**config.mk**
```make
export PLATFORM = sky130hd
export DESIGN_NAME = built_in_gates
export DESIGN_NICKNAME = d
export VERILOG_FILES = /design/src/rtl/gate_bank.sv /design/src/rtl/built_in_gates.sv
export SDC_FILE = /design/constraint.sdc
export NUM_CORES = 1
export LEC_CHECK = 0
export BUFFER_PORTS_ARGS = -buffer_cell sky130_fd_sc_hd__buf_2
export CAP_MARGIN = 20
export CORE_AREA = 2 2 39 41
export DETAILED_ROUTE_END_ITERATION = 8
export DIE_AREA = 0 0 41 43
export MAX_ROUTING_LAYER = met4
export PLACE_DENSITY_LB_ADDON = 0.15
export SYNTH_ARGS = -nofsm -noshare
export SYNTH_HDL_FRONTEND = slang
export SYNTH_SLANG_ARGS = --single-unit
```
**constraint.sdc**
```tcl
create_clock -name clk -period 0.8 [get_ports clk]
set_input_delay 0.16 -clock clk [delete_from_list [all_inputs] [get_ports clk]]
set_output_delay 0.16 -clock clk [all_outputs]
set_load 0.02 [all_outputs]
```
**src/rtl/gate_bank.sv**
```systemverilog
// gate_bank: the ten fixed logic functions of a, b, c, d, built only from
// gate primitives so gate-level flows see a one-to-one structural netlist.
// Bit i of f carries output o(i+1).
module gate_bank (
    input  logic       a,
    input  logic       b,
    input  logic       c,
    input  logic       d,
    output wire  [9:0] f
);

    wire ab;
    wire cd;

    and  u_and4  (f[0], a, b, c, d);
    or   u_or4   (f[1], a, b, c, d);
    nand u_nand2 (f[2], a, b);
    nor  u_nor2  (f[3], c, d);
    xor  u_xor2  (f[4], a, b);
    xnor u_xnor2 (f[5], c, d);
    not  u_not   (f[6], a);
    buf  u_buf   (f[7], b);

    // AOI22 is an AND pair feeding a NOR
    and  u_aoi_ab (ab, a, b);
    and  u_aoi_cd (cd, c, d);
    nor  u_aoi_nr (f[8], ab, cd);

    xor  u_xor4  (f[9], a, b, c, d);

endmodule

```
**src/rtl/built_in_gates.sv**
```systemverilog
// built_in_gates: gate_bank followed by an optional 10-bit register bank.
// With REG_OUT=1 the outputs are glitch-free, cleared asynchronously by rst
// and lag the inputs by one clock; with REG_OUT=0 they are the raw gate
// results and clk/rst are unused.
module built_in_gates #(
    parameter bit REG_OUT = 1'b1
) (
    input  logic clk,
    input  logic rst,
    input  logic a,
    input  logic b,
    input  logic c,
    input  logic d,
    output logic o1,
    output logic o2,
    output logic o3,
    output logic o4,
    output logic o5,
    output logic o6,
    output logic o7,
    output logic o8,
    output logic o9,
    output logic o10
);

    wire  [9:0] func;
    logic [9:0] out_q;

    gate_bank u_gate_bank (
        .a (a),
        .b (b),
        .c (c),
        .d (d),
        .f (func)
    );

    generate
        if (REG_OUT) begin : g_reg
            // Capture all ten results together; reset clears them without a clock edge
            always_ff @(posedge clk or posedge rst) begin
                if (rst) begin
                    out_q <= '0;
                end else begin
                    out_q <= func;
                end
            end
        end else begin : g_comb
            // Bypass: outputs follow the gates directly
            always_comb begin
                out_q = func;
            end
        end
    endgenerate

    assign {o10, o9, o8, o7, o6, o5, o4, o3, o2, o1} = out_q;

endmodule

```
# == Yosys cells after proc, flatten, opt, wreduce, memory -nomap -nowiden ==
# Cells that the tools add are included.
# W data, S select, Z words.
# op_classes
bitwise,10
reduce_logical,3
# op_table
operator,count
$not A1 Y1,4
$reduce_and A4 Y1,1
$reduce_or A4 Y1,1
$reduce_xor A4 Y1,1
$and A1 B1 Y1,2
$or A1 B1 Y1,2
$xnor A1 B1 Y1,1
$xor A1 B1 Y1,1
# word_totals
register_bits,10
out_inout_bits,10

# == Logic depth before layout (Yosys ltp) ==
# depth
depth_word,3
mapped_depth,3

# == Cells and area by module ==
# Synthesis repeated with hierarchy kept, for this count alone.
# hier_totals
hier_cells,26
area_unflattened_um2,356.6
# by_module_without_submodules
mod,instances,seq_area_each_um2,cells_each,area_each_um2
built_in_gates,1,250.2,11,254.0
gate_bank,1,0.0,15,102.6

# == Worst setup path after synthesis ==
# OpenSTA, ideal clock, no wires.
# synth_path
path_type,input port to flip-flop
startpoint,input port c
endpoint,register out_q[9]
stages,3
setup_slack_ps,42
arrival_time_ps,635
required_ps,678
path_cell_list,inv_1 ha_1 xor2_1
# synth_via
elab_chain_len,1
# synth_rtl
element,line,text
from (decl),built_in_gates.sv:12,"input logic c,"
$reduce_xor A4 Y1,gate_bank.sv:29,"xor u_xor4 (f[9], a, b, c, d);"
via func[9],built_in_gates.sv:26,wire [9:0] func;
to (signal assigned),built_in_gates.sv:44,out_q <= func;
to (decl),built_in_gates.sv:27,logic [9:0] out_q;
# The timed path passes the listed nets, and every way through them passes these cells.

# == Final worst setup path ==
# layout_path
startpoint,register out_q[9]
endpoint,output port o10
# layout_lines
element,line,text
to (decl),built_in_gates.sv:23,output logic o10
# No word-level cell between the ends.

==> qor.txt <==
Slew @ Worst Pin: 0.3617 ns
Syn_area_per_cell: 13.96 µm²
Setup Buffers After CTS: 0
Crit path buffers/inverters: 1
Crit. Startpoint: out_q[9]$_DFF_PP0_
DRT Pass-1 Iters: 3
Slew margin rel.: 0.7586
Clk sinks: 10
Sw frac: 0.2342
Clock transition at the registers of the reported paths: 0.07 ns
Crit path DAT: 0.77 ns
RSZ-0062 raised after global routing: true
Post-Synth XOR/XNOR Area: 0.02509
Final ANT Viol Nets: 0
Int Power: 923.2 µW
Die H: 43 µm
Hold Crit Class: in2reg
DR iter-0 viols: 2
Simple-Gate Fraction of Synth Area: 0.03943
Area grow syn2layout: 62.72%
Antenna violations before repair: 0
Req. time, crit path: 0.64 ns
Synth Instances: 25
Reg power frac: 0.465
PwrDens: 2122 nW/µm²
Die ar.: 1763 µm²
Worst-case clock buffer depth: 2
Fillcell total: 139
Compound-gate portion of the synthesized area: 0
Synth Area in Adders: 0.1434
Die outline width: 41 µm
Sequential area share after synthesis: 0.7168
Placement Setup Slack: -0.1094 ns
Critical path class: reg2out
Largest regs: out_q: 10 flops
Max frequency: 1.071 GHz
Synth unique cells: 7
Syn Std Cell Area: 349.1 µm²
Fin cells: 63
Crit-path cells: buf_6
Initial Util: 0.2523
TritonCTS buffer count: 3
Post-detail-place hpwl: 512.1 µm
# nets final: 58
Diode count: 0
DRC Markers: 0
Setup ws final: -0.1336 ns
Most flops, register: out_q
Fin. Hold Viols: 0
Mux cell area share after synthesis: 0
Period utilization: 1.167
CTS tree: yes
Max-cap violations: 0
Core Box Area: 1384 µm²
Vias/cell: 3.635
Port Buf Inserts: 15
Critical path fanouts, max: 1
Max stage delay on crit path: 0.38 ns
Commonest non-fill, non-tap cells in the layout: dfrtp_1 (10), buf_6 (10), inv_1 (7), buf_2 (5), ha_1 (4)
Combinational share of power: 0.172
Yosys warns: 0
Dpl cells: 58
CP delay by family, top: flip-flops
CP max-delay cell: dfrtp_1
H-tree depth: 1
Peak supply drop: 0.001049 V
Gpl congestion: 0.6535
Clk pwr share: 0.363
Largest family of logic cells by synthesized area: adder cells
Setup Viol. Count Final: 10
Violated checks: negative setup slack
Tot GR Track Use: 0.08255
Net Sw Power: 282.3 µW
Post-Route WL: 609 µm
Row count: 14
Min Tclk post-route: 0.9336 ns
Total number of vias: 229
Crit path depth: 1
Avg WL per Cell: 9.667 µm
Grt total ovfl: 0
Synth Net Count: 35
Max reg flops: 10
Crit path capture: o10
Num ports: 16
Status: complete, but fails checks
Vias in the first global route: 239
Reg area: 250.2 µm²
Largest net degree at the start of global routing: 11
Multi-input gate area: 72.57 µm²
Slew Limit Fails: 0
Leak: 0.3059 nW
Clock Root Buffer: clkbuf_4
CP endpoint kind: output port
Register bit total from synthesis: 10
Startpoint Class: register
Share of cells above drive strength 1: 0.4468
First-pass GRT wire length: 917 µm
cell families after synthesis:
logic type	Yosys count
adders and majority gates	4
DFF	10
xor gates and xnor gates	1
buffers and inverters	7
and+or+nand+nor	3
layout make-up:
type / count / area share
flip-flops and latches: 10 / 0.4405
repair buffers: 18 / 0.2863
multi-input cells: 8 / 0.1278
clock buffers: 4 / 0.06388
inverters: 7 / 0.04626
well taps: 16 / 0.03524
what timing repair did:
action / 4_1_cts / 5_1_grt
setup endpoints to repair: 10 / 10
endpoints found under the hold margin: 10 / 0
resized for setup: 20 / 0
hold buffers: 1 / 0
cell usage after synthesis:
master,count,share of area
ha_1,4,0.14
nand2_1,1,0.011
inv_1,7,0.075
xor2_1,1,0.025
and2_1,1,0.018
nor2_1,1,0.011
dfrtp_1,10,0.72
power by group through the flow:
| stage | combinational, mW | clock [mW] | sequential, mW |
|---|---|---|---|
| after CTS | 0.211 | 0.459 | 0.562 |
| after global placement | 0.158 | 0 | 0.559 |
| after detailed placement | 0.163 | 0 | 0.562 |
| after floorplan | 0.0393 | 0 | 0.611 |
| after global routing | 0.224 | 0.480 | 0.563 |
| final | 0.207 | 0.438 | 0.561 |
routing by layer:
metal,vias to the layer above,part of all wire,global-route usage
li1,115,-,-
met1,106,0.34,0.07432
met2,8,0.57,0.1406
met3,0,0.082,0.03141
met4,0,0,0.04000
met5,-,0,-
through the flow:
step,TNS [ns],cell area [µm²],hold WS [ns],utilization,total power [mW]
finish,-1.183,568.0,0.04339,0.4105,1.206
global route,-1.453,568.0,0.04249,0.4105,1.267
CTS,-1.335,568.0,0.03068,0.4105,1.232
detailed placement,-0.1333,459.2,0.1462,0.3318,0.7249
global placement,-0.1102,459.2,0.1338,0.3318,0.7165
floorplan,0,349.1,0.0001782,-,0.6507
how the worst min path moves through the flow:
stage               start                  to  slack (ns)  depth (start not counted)
global placement      rst  out_q[2]$_DFF_PP0_        0.13                          2
global route            b  out_q[7]$_DFF_PP0_        0.04                          1
floorplan             rst  out_q[0]$_DFF_PP0_      0.0002                          1
detailed placement    rst  out_q[2]$_DFF_PP0_        0.15                          2
CTS                     b  out_q[7]$_DFF_PP0_        0.03                          1
finish                  b  out_q[7]$_DFF_PP0_        0.04                          1
No activity file was read; power rests on OpenSTA's default activity.
